==> src/rtl/gpu_bus_arbiter.sv <==
// Round-robin arbiter sharing one Avalon-MM byte master among NUM_MASTERS tiles.
// One transaction in flight; hung reads are forced to a zero-data response after a watchdog timeout.
module gpu_bus_arbiter #(
  parameter int unsigned NUM_MASTERS    = 4,
  parameter int unsigned ADDR_BITS      = 32,
  parameter int unsigned DATA_BITS      = 8,
  parameter int unsigned TIMEOUT_CYCLES = 255,
  parameter int unsigned IDX_BITS       = (NUM_MASTERS > 1) ? $clog2(NUM_MASTERS) : 1
) (
  input  logic                             clock,
  input  logic                             reset,
  input  logic [NUM_MASTERS*ADDR_BITS-1:0] s_address,
  input  logic [NUM_MASTERS*DATA_BITS-1:0] s_writedata,
  input  logic [NUM_MASTERS-1:0]           s_write,
  input  logic [NUM_MASTERS-1:0]           s_read,
  output logic [NUM_MASTERS-1:0]           s_waitrequest,
  output logic [DATA_BITS-1:0]             s_readdata,
  output logic [NUM_MASTERS-1:0]           s_readdatavalid,
  output logic [ADDR_BITS-1:0]             m_address,
  output logic [DATA_BITS-1:0]             m_writedata,
  output logic                             m_write,
  output logic                             m_read,
  input  logic                             m_waitrequest,
  input  logic [DATA_BITS-1:0]             m_readdata,
  input  logic                             m_readdatavalid,
  output logic [IDX_BITS-1:0]              grant_idx,
  output logic                             timeout_err
);

  localparam int unsigned TMR_BITS = (TIMEOUT_CYCLES > 1) ? $clog2(TIMEOUT_CYCLES) : 1;

  typedef enum logic [1:0] {IDLE, ISSUE, WAIT_DATA, RESPOND} state_t;

  state_t                 state_q, state_d;
  logic [IDX_BITS-1:0]    grant_q, grant_d;
  logic [ADDR_BITS-1:0]   addr_q, addr_d;
  logic [DATA_BITS-1:0]   wdata_q, wdata_d;
  logic [DATA_BITS-1:0]   rdata_q, rdata_d;
  logic                   is_write_q, is_write_d;
  logic [TMR_BITS-1:0]    timer_q, timer_d;
  logic                   terr_q, terr_d;

  logic [NUM_MASTERS-1:0] req;
  logic                   any_req;
  logic [IDX_BITS-1:0]    winner;

  // Search starts just after the last grant so every requester is reached within NUM_MASTERS tries.
  always_comb begin
    req     = s_read | s_write;
    any_req = 1'b0;
    winner  = grant_q;
    for (int unsigned k = 1; k <= NUM_MASTERS; k++) begin
      int unsigned cand;
      cand = (32'(grant_q) + k) % NUM_MASTERS;
      if (!any_req && req[IDX_BITS'(cand)]) begin
        any_req = 1'b1;
        winner  = IDX_BITS'(cand);
      end
    end
  end

  always_comb begin
    state_d    = state_q;
    grant_d    = grant_q;
    addr_d     = addr_q;
    wdata_d    = wdata_q;
    rdata_d    = rdata_q;
    is_write_d = is_write_q;
    timer_d    = timer_q;
    terr_d     = terr_q;
    unique case (state_q)
      IDLE: begin
        if (any_req) begin
          grant_d    = winner;
          addr_d     = s_address[32'(winner)*ADDR_BITS +: ADDR_BITS];
          wdata_d    = s_writedata[32'(winner)*DATA_BITS +: DATA_BITS];
          is_write_d = s_write[winner];
          state_d    = ISSUE;
        end
      end
      ISSUE: begin
        if (!m_waitrequest) begin
          if (is_write_q) begin
            state_d = RESPOND;
          end else if (m_readdatavalid) begin
            rdata_d = m_readdata;
            state_d = RESPOND;
          end else begin
            timer_d = '0;
            state_d = WAIT_DATA;
          end
        end
      end
      WAIT_DATA: begin
        if (m_readdatavalid) begin
          rdata_d = m_readdata;
          state_d = RESPOND;
        end else if (timer_q == TMR_BITS'(TIMEOUT_CYCLES - 1)) begin
          rdata_d = '0;
          terr_d  = 1'b1;
          state_d = RESPOND;
        end else begin
          timer_d = timer_q + 1'b1;
        end
      end
      RESPOND: state_d = IDLE;
      default: state_d = IDLE;
    endcase
  end

  always_ff @(posedge clock) begin
    if (reset) begin
      state_q    <= IDLE;
      grant_q    <= IDX_BITS'(NUM_MASTERS - 1);
      addr_q     <= '0;
      wdata_q    <= '0;
      rdata_q    <= '0;
      is_write_q <= 1'b0;
      timer_q    <= '0;
      terr_q     <= 1'b0;
    end else begin
      state_q    <= state_d;
      grant_q    <= grant_d;
      addr_q     <= addr_d;
      wdata_q    <= wdata_d;
      rdata_q    <= rdata_d;
      is_write_q <= is_write_d;
      timer_q    <= timer_d;
      terr_q     <= terr_d;
    end
  end

  // Outputs decode from registered state only, so there is no input-to-output path.
  always_comb begin
    s_waitrequest   = '1;
    s_readdatavalid = '0;
    m_read          = 1'b0;
    m_write         = 1'b0;
    if (state_q == ISSUE) begin
      m_write = is_write_q;
      m_read  = !is_write_q;
    end
    if (state_q == RESPOND) begin
      s_waitrequest[grant_q] = 1'b0;
      if (!is_write_q) s_readdatavalid[grant_q] = 1'b1;
    end
  end

  assign s_readdata  = rdata_q;
  assign m_address   = addr_q;
  assign m_writedata = wdata_q;
  assign grant_idx   = grant_q;
  assign timeout_err = terr_q;

endmodule
==> config.mk <==
export PLATFORM = sky130hd
export DESIGN_NAME = gpu_bus_arbiter
export DESIGN_NICKNAME = d
export VERILOG_FILES = /design/src/rtl/gpu_bus_arbiter.sv
export SDC_FILE = /design/constraint.sdc
export NUM_CORES = 1
export LEC_CHECK = 0
export CAP_MARGIN = 0
export CORE_AREA = 2 2 141 88
export CTS_CLUSTER_DIAMETER = 150
export DETAILED_ROUTE_END_ITERATION = 6
export DIE_AREA = 0 0 143 90
export PLACE_DENSITY = 0.79
export SLEW_MARGIN = 20
export SYNTH_ARGS = -nofsm -noshare
export SYNTH_HDL_FRONTEND = slang
export SYNTH_SLANG_ARGS = --single-unit
==> constraint.sdc <==
create_clock -name clock -period 2.7 [get_ports clock]
set_clock_uncertainty 0.1 [all_clocks]
set_input_delay 0.405 -clock clock [delete_from_list [all_inputs] [get_ports clock]]
set_output_delay 0.405 -clock clock [all_outputs]
set_load 0.03 [all_outputs]
-- Word-level counts from Yosys, hierarchy flattened
Index checks and enable logic that the tools add are counted.
- output and inout port bits: 61
- input bits: 180
- flip-flop bits (word level): 62
- logic and storage cells: 96
- reductions and logical operators: 15
- order comparisons: 7
- bitwise gates (word level): 3
- add/sub/neg operators: 5
- equal/unequal tests: 12
- shift-type cells: 2
- mux-type cells: 44
- operator list (cell ; count):
    $shiftx 128x8->32 ; 1
    $mux 8 ; 10
    $pmux 8 s2 ; 2
    $shiftx 32x6->8 ; 1
    $lt 2x3->1 const B ; 6
    $mux 2 ; 8
    $mux 1 ; 14
    $ne 2x2->1 const B ; 7
    $mux 4 ; 3
    $bmux 1 s2 ; 5
    $add 8x1->8 const B ; 1
    $eq 8x8->1 const B ; 1
    $pmux 2 s4 ; 1
    $reduce_and 3->1 ; 2
    $reduce_and 6->1 ; 1
    $reduce_and 5->1 ; 1
    $add 2x1->2 const B ; 2
    $add 2x2->2 const B ; 2
    $eq 2x2->1 const B ; 2
    $logic_and 1x1->1 ; 4
    $logic_not 1->1 ; 4
    $not 4->4 ; 1
    $or 4x4->4 ; 1
    $ne 3x3->1 const B ; 1
    other kinds (7) ; 7

-- Depth between registers and ports, before layout
Gate-level depths: netlist of the first run.
- depth in word-level cells: 15
- depth in mapped cells: 11
- gate-level depth less buffers: 8

-- Worst setup path after synthesis of the first run
Ideal clock, no wire load.
- path kind: flip-flop to flip-flop
- from: register grant_q[0], in the netlist grant_idx[0]
- to: register addr_q[17], in the netlist m_address[17]
- buffers on the path: 2
- period minus slack after synthesis: 2.779 ns
- cell stages (with the launch flop): 11
- path slack: -0.079 ns
- library setup time: 0.142 ns
- required time: 2.458 ns
- data arrival time: 2.537 ns
- cell sequence: dfxtp_1 > buf_4 > inv_4 > ha_1 > inv_1 > a211oi_2 > o311ai_4 > xnor2_4 > buf_4 > mux2i_1 > a221oi_1
- longest elaborated chain between the ends: 14
- elaborated cells on any way between the ends: 28
- classes of those cells: 4 x add/sub; 1 x shift; 16 x mux; 7 x reduce/logical
- RTL lines (element ; line ; source):
    from (decl) ; 35 ; logic [IDX_BITS-1:0] grant_q, grant_d;
    from (signal assigned) ; 114 ; grant_q <= IDX_BITS'(NUM_MASTERS - 1);
    from (signal assigned) ; 123 ; grant_q <= grant_d;
    $add 2x1->2 ; 54 ; cand = (32'(grant_q) + k) % NUM_MASTERS;
    $bmux 1 s2 ; 55 ; if (!any_req && req[IDX_BITS'(cand)]) begin
    $mux 1 (implied by the code) ; 55 ;
    $mux 1 ; 55 ;
    $logic_not 1->1 ; 55 ;
    $logic_and 1x1->1 ; 55 ;
    $mux 1 ; 55 ;
    $logic_not 1->1 ; 55 ;
    $logic_and 1x1->1 ; 55 ;
    $mux 1 ; 55 ;
    $logic_not 1->1 ; 55 ;
    $logic_and 1x1->1 ; 55 ;
    $mux 2 or $mux 1 (tied branches) ; 55 ;
    $shiftx 128x8->32 or $reduce_and 2->1 (tied branches) ; - ;
    to (signal assigned) ; 124 ; addr_q <= addr_d;
    to (decl) ; 36 ; logic [ADDR_BITS-1:0] addr_q, addr_d;
Parallel ways exist; a longest one is shown, timed or not. The select of a mux whose other input is x is not followed.
A chain may end at the register's enable or synchronous reset.

-- Worst setup path after layout of the first run
- from: register grant_q[0], in the netlist grant_idx[0]
- to: register addr_q[7], in the netlist m_address[7]
The elaborated chain is that of the path after synthesis.

==> results.yml, run 1 <==
setup_path:
  critPathKind: "flop to flop"
  crit_top_cell: "clkbuf_16"
  path_cells: "inv_4 > mux4_2 > o311ai_4 > xnor2_4 > clkbuf_16 > clkbuf_16 > mux2i_1 > o221ai_1"
  r2r_setup_slack_ns: 0.09
  slowest_delay_ns: 0.57
  cpMaxStageDelayCell: "mux4_2"
  worst-path-buf-inv: 3
  r2r-start: "grant_idx[0]$_SDFFE_PP1P_"
  r2r_end: "m_address[7]$_SDFFE_PP0P_"
  reg2regPathDepth: 8
  cp_top_family: "multiplexers"
  startpoint_type: "flop"
  end_kind: "flop"
  cp_max_fo: 7
  cp_data_arrival_time_ns: 2.70
  worst_ep_required_time_ns: 2.79
clock_network:
  cts_root_buf: "clkbuf_16"
  ctsHoldBuffers: 0
  clkSlewWorstSetupHoldPaths_ns: 0.05
  max-clock-path-buffers: 2
  insertion_delay_ns: 0.32
  cts_sinks: 62
  htree_levels: 3
  cts_tree: "built"
  numCtsBuffers: 9
power:
  leakage_nw: 2.98
  ir_drop_mv: 0.572
  p_total_mw: 8.13
  p_per_area_nw_per_um2: 1150
route:
  first_pass_iters: 4
  postRouteWirelength_um: 14400
  drtIter0Drc: 200
  post-route-drc-count: 0
  ant_nets: 0
  viasPerCell: 5.00
  vias: 4102
  detail_route.wl_per_cell_um: 17.6
synth:
  async_flop_share: 0
  synth_seq_area_share: 0.334
  synth-edff-count: 0
  synth_largest_area_cell: "dfxtp_1"
  synth_top_area_share: 0.334
  synth-seq-cells: 62
  ys_top_cells_by_count: "mux2i_1, dfxtp_1, nor2_1, nand2_1, o221ai_1"
  netlist-cell-type-count: 47
  netlist_area_um2: 3720
  synth.area.top_cells: "dfxtp_1, mux2i_1, o221ai_1, o21bai_1, a221oi_1"
  ys.flop_type: "dfxtp_1"
  syn_inst: 388
  syn_area_per_cell_um2: 9.59
  yosysMostFrequentCell: "mux2i_1"
  syn_nets: 579
  ys.warnings.count: 0
cells_and_area:
  area_growth_pct: 90.4
  final_cells: 820
  drive_gt1_frac: 0.128
  nets: 844
  n_antenna_cell: 0
global_route:
  antenna_found_initial: 0
  overflow: 0
  grt_pass1_vias: 4215
  grt_max_degree: 24
  grt_pass1_wl_um: 21300
  grt_use_total: 0.206
floorplanning:
  rows: 31
  ios: 241
  core_area_um2: 11700
  die_h_um: 90
  die_area_um2: 12900
  die_x_um: 143
  initial_utilization: 0.319
place:
  place_congestion: 0.851
  pre_cts_ws_ns: -0.313
  numPlacedInstances: 801
  io_buffers: 240
  dp_hpwl_um: 11000
sta:
  fin_ws_ns: 0.0933
  relSlewSlack: 0.608
  timing.final.crit_share: 0.965
  drv_slew: 0
  worst_slew_pin_slew_ns: 0.583
  final_hold_viol_count: 0
  setup_viol: 0
  fin_crit_ns: 2.61
  clock.fmax_mhz: 384
  rsz0062_at_grt: "no"
status:
  status: "completed"
worst_hold_path:
  hold_end: "m_address[2]$_SDFFE_PP0P_"
  min_from: "m_address[2]$_SDFFE_PP0P_"
  whs_path_depth: 2
  hold_path.class: "flop to flop"
job:
  cap_violations: 0
## power breakdown
part | internal [mW] | switching, mW
Sequential | 1.20 | 0.155
Clock | 0.651 | 0.378
Combinational | 2.98 | 2.77
## sequential cells by signal (all words and copies together) (netlist names)
name	cells
s_readdata	8
state_q	2
is_write_q	1
timeout_err	1
m_address	32
grant_idx	2
timer_q	8
m_writedata	8
## layout make-up
type	instances	area [µm²]
clock inverter	2	10.0
fill	949	4590
clock buffer	11	253
inverter	6	25.0
timing repair buffer	282	2930
tap	165	206
sequential	62	1240
multi-input combinational	292	2410
## worst max path at each step
stage                               from                          to  slack [ns]  cells after the start
3_5_place_dp                   s_read[0]  m_address[27]$_SDFFE_PP0P_       -0.31                      8
2_1_floorplan  grant_idx[0]$_SDFFE_PP1P_  m_address[17]$_SDFFE_PP0P_        0.06                     10
5_1_grt        grant_idx[0]$_SDFFE_PP1P_   m_address[7]$_SDFFE_PP0P_        0.03                      8
3_3_place_gp                  s_write[0]   m_address[1]$_SDFFE_PP0P_       -0.21                      8
4_1_cts                        s_read[0]  m_address[27]$_SDFFE_PP0P_        0.03                      8
6_report       grant_idx[0]$_SDFFE_PP1P_   m_address[7]$_SDFFE_PP0P_        0.09                      8
## routing by layer
layer	wire [µm]	part of all wire	global-route usage
met1	6410	0.45	0.257
met2	7100	0.49	0.364
met3	784	0.054	0.0458
met4	99	0.0069	0.0404
met5	0	0	0
## cell usage in the layout (no fill, tap or decap), types with 4 or more instances in the layout
cell type        instances
nor3_1                   5
clkbuf_16               12
a221oi_2                 7
inv_1                    5
a22oi_1                  8
a221oi_1                11
nand2_1                 30
mux2i_4                  4
o21ai_0                  5
nor2b_1                  5
a21oi_1                  5
xor2_1                   4
dlymetal6s2s_1           8
mux2i_1                 73
buf_12                   7
buf_6                    5
o221ai_1                22
clkdlybuf4s50_1        232
nor2_1                  32
buf_4                   24
o21bai_1                22
ha_1                    11
mux2i_2                  6
dfxtp_1                 60
## metrics by stage
| step | util | setup TNS [ns] | area, µm² | hold slack [ns] |
|---|---|---|---|---|
| 6_report | 0.607 | 0 | 7080 | 0.361 |
| 5_1_grt | 0.607 | 0 | 7080 | 0.375 |
| 4_1_cts | 0.582 | 0 | 6790 | 0.366 |
| 3_5_place_dp | 0.559 | -10.51 | 6530 | 0.354 |
| 3_3_place_gp | 0.559 | -7.26 | 6530 | 0.342 |
| 2_1_floorplan | - | 0 | 3720 | 0.372 |
## worst register-to-register path: stages (launching register included)
cell       delay (ns)
dfxtp_2          0.33
inv_4            0.12
mux4_2           0.57
o311ai_4         0.39
xnor2_4          0.23
clkbuf_16        0.24
clkbuf_16        0.16
mux2i_1          0.21
o221ai_1         0.14
## timing repair
action	CTS	global route
buffers inserted	0	2
endpoints found under the setup margin	0	26
gates resized for setup	0	39
## logic make-up after synthesis
group / share of synthesized area
simple gates: 0.121
compound gates: 0.206
mux: 0.229
flops: 0.334
buf+inv: 0.0511
fa+ha+maj: 0.0370
xor+xnor: 0.0215
No activity file was read; power rests on OpenSTA's default activity.
==> run 2: changes to the inputs <==
ABC_AREA = 1   (was unset)
CORE_AREA = 2 2 148 92   (was 2 2 141 88)
DIE_AREA = 0 0 150 94   (was 0 0 143 90)
PLACE_DENSITY = 0.81   (was 0.79)
clock period = 2.2 ns   (was 2.7 ns; I/O delays follow)
==> results.yml, run 2 <==
clock_network:
  insertion_delay_ns: 0.32
  cts_tree: "built"
  ctsHoldBuffers: 0
  cts_sinks: 62
  numCtsBuffers: 9
  clkSlewWorstSetupHoldPaths_ns: 0.06
  max-clock-path-buffers: 2
  cts_root_buf: "clkbuf_16"
  htree_levels: 3
sta:
  whs_ns: 0.348
  fin_crit_ns: 2.11
  rsz0062_at_grt: "yes"
  final_hold_viol_count: 0
  drv_slew: 0
  relSlewSlack: 0.608
  timing.final.crit_share: 0.958
  setup_viol: 0
  worst_slew_pin_slew_ns: 0.588
  clock.fmax_mhz: 475
setup_path:
  cpMaxStageDelayCell: "clkdlybuf4s50_1"
  critPathKind: "input pin to flop"
  path_cells: "clkdlybuf4s50_1 > nor2_1 > nand2_1 > nand2_1 > nand2_1 > nand2_2 > buf_4 > nand4_1 > nand2_4 > clkinv_8 > clkbuf_16 > nor2_1 > nor2_1 > nand2_1 > inv_1"
  end_kind: "flop"
  worst-path-buf-inv: 5
  worst_ep_required_time_ns: 2.32
  cp_data_arrival_time_ns: 2.22
  crit_top_cell: "nand2_1"
  timing.critical_path.from: "s_write[0]"
  cp_max_fo: 16
  startpoint_type: "input pin"
  slowest_delay_ns: 0.42
  r2r-start: "grant_idx[0]$_SDFFE_PP1P_"
  cp_top_family: "simple AND/OR/NAND/NOR gates"
global_route:
  overflow: 0
  antenna_found_initial: 0
  grt_pass1_wl_um: 25500
  grt_max_degree: 47
  grt_use_total: 0.225
  grt_pass1_vias: 5470
synth:
  syn_nets: 1010
  syn_area_per_cell_um2: 5.69
  ys.flop_type: "dfxtp_1"
  synth_top_area_share: 0.266
  ys.warnings.count: 0
  synth-seq-cells: 62
  synth_largest_area_cell: "dfxtp_1"
  yosysMostFrequentCell: "nand2_1"
  synth-edff-count: 0
  async_flop_share: 0
  synth.area.top_cells: "dfxtp_1, nand2_1, nand3_1, nor2_1, inv_1"
  syn_inst: 819
  ys_top_cells_by_count: "nand2_1, nor2_1, inv_1, nand3_1, dfxtp_1"
  netlist_area_um2: 4660
  netlist-cell-type-count: 35
  synth_seq_area_share: 0.266
cells_and_area:
  fillCellCount: 1159
  layout_common_cells: "clkdlybuf4s50_1, nand2_1, nor2_1, inv_1, nand3_1"
  drive_gt1_frac: 0.0918
  largest_reg_flops: 32
  nets: 1265
  area_growth_pct: 73.0
  final_cells: 1249
  n_antenna_cell: 0
  design_area_um2: 8060
  final_common_cell: "clkdlybuf4s50_1"
route:
  first_pass_iters: 5
  ant_nets: 0
  detail_route.wl_per_cell_um: 13.1
  post-route-drc-count: 0
  vias: 5768
  drtIter0Drc: 266
  viasPerCell: 4.62
  postRouteWirelength_um: 16400
worst_hold_path:
  hold_path.class: "input pin to flop"
  min_from: "s_write[2]"
floorplanning:
  die_h_um: 94
  core_area_um2: 12700
  ios: 241
  die_x_um: 150
  rows: 32
  die_area_um2: 14100
  initial_utilization: 0.368
status:
  status: "completed"
place:
  numPlacedInstances: 1226
  place_congestion: 0.848
  io_buffers: 240
  place_area_um2: 7500
  dp_hpwl_um: 12100
power:
  leakage_nw: 4.00
  p_per_area_nw_per_um2: 1460
  ir_drop_mv: 0.636
job:
  cap_violations: 0
run 2: cell count changes after synthesis, sizes merged, moves of 12 or more:
cell    before  now
o221ai      23    0
nand2       30  215
clkbuf      17    5
nand3        2  130
buf         11   36
a221oi      18    0
inv          6  133
nor2        33  166
nand3b       2   23
mux2i       83    0
o21bai      22    0
run 2: kinds of logic after synthesis:
logic type,Yosys count,share of synthesized area
buf+inv,175,0.161
compound gates,29,0.0384
fa+ha+maj,11,0.0295
xor+xnor,3,0.00564
simple gates,539,0.499
flops,62,0.266
run 2: what timing repair did:
action | CTS | global route
resized for setup | 9 | 33
pin swaps | 0 | 15
gates cloned | 0 | 4
setup endpoints to repair | 9 | 47
setup buffers | 0 | 3
run 2: area by class of cell:
type | count | area (µm²) | share of cell area
timing repair buffer | 285 | 2980 | 0.370
multi-input combinational | 582 | 2750 | 0.341
sequential | 62 | 1250 | 0.155
inverter | 134 | 523 | 0.0649
clock buffer | 9 | 225 | 0.0279
tap | 170 | 213 | 0.0264
clock inverter | 7 | 121 | 0.0151
run 2: final timing paths:
path	endpoint	slack (ns)	depth (start not counted)
setup reg to reg	m_address[7]$_SDFFE_PP0P_	0.11	14
hold reg to reg	timeout_err$_SDFFE_PP0P_	0.37	1
setup / recovery	m_address[7]$_SDFFE_PP0P_	0.09	15
hold / removal	is_write_q$_SDFFE_PP0P_	0.35	5
run 2: per-layer routing:
layer	GRT usage	part of all wire	vias to the layer above
met2	0.377	0.46	190
met5	0	0	-
met4	0.0480	0.011	0
met1	0.284	0.45	2555
met3	0.0728	0.087	12
li1	-	-	3011
run 2: worst reg2reg max path, delay by kind of cell (launching register included):
| family | cells | cell delay (ns) |
|---|---|---|
| fa+ha+maj | 1 | 0.29 |
| buf+inv | 6 | 0.49 |
| flops | 1 | 0.37 |
| simple gates | 7 | 0.74 |
run 2: per-stage QoR:
| step | util | setup WS (ns) | total power [mW] | TNS (ns) |
|---|---|---|---|---|
| 2_1_floorplan | - | 0.0217 | 6.86 | 0 |
| 3_3_place_gp | 0.593 | -0.179 | 9.48 | -6.61 |
| 3_5_place_dp | 0.593 | -0.239 | 9.61 | -8.58 |
| 4_1_cts | 0.620 | 0.00135 | 11.3 | 0 |
| 5_1_grt | 0.637 | -0.00721 | 12.9 | -0.0211 |
| 6_report | 0.637 | 0.0932 | 11.8 | 0 |
run 2: power breakdown:
part	total, mW	internal, mW	switching (mW)
clock	1.63	1.11	0.519
sequential	1.75	1.52	0.226
combinational	8.43	3.58	4.84
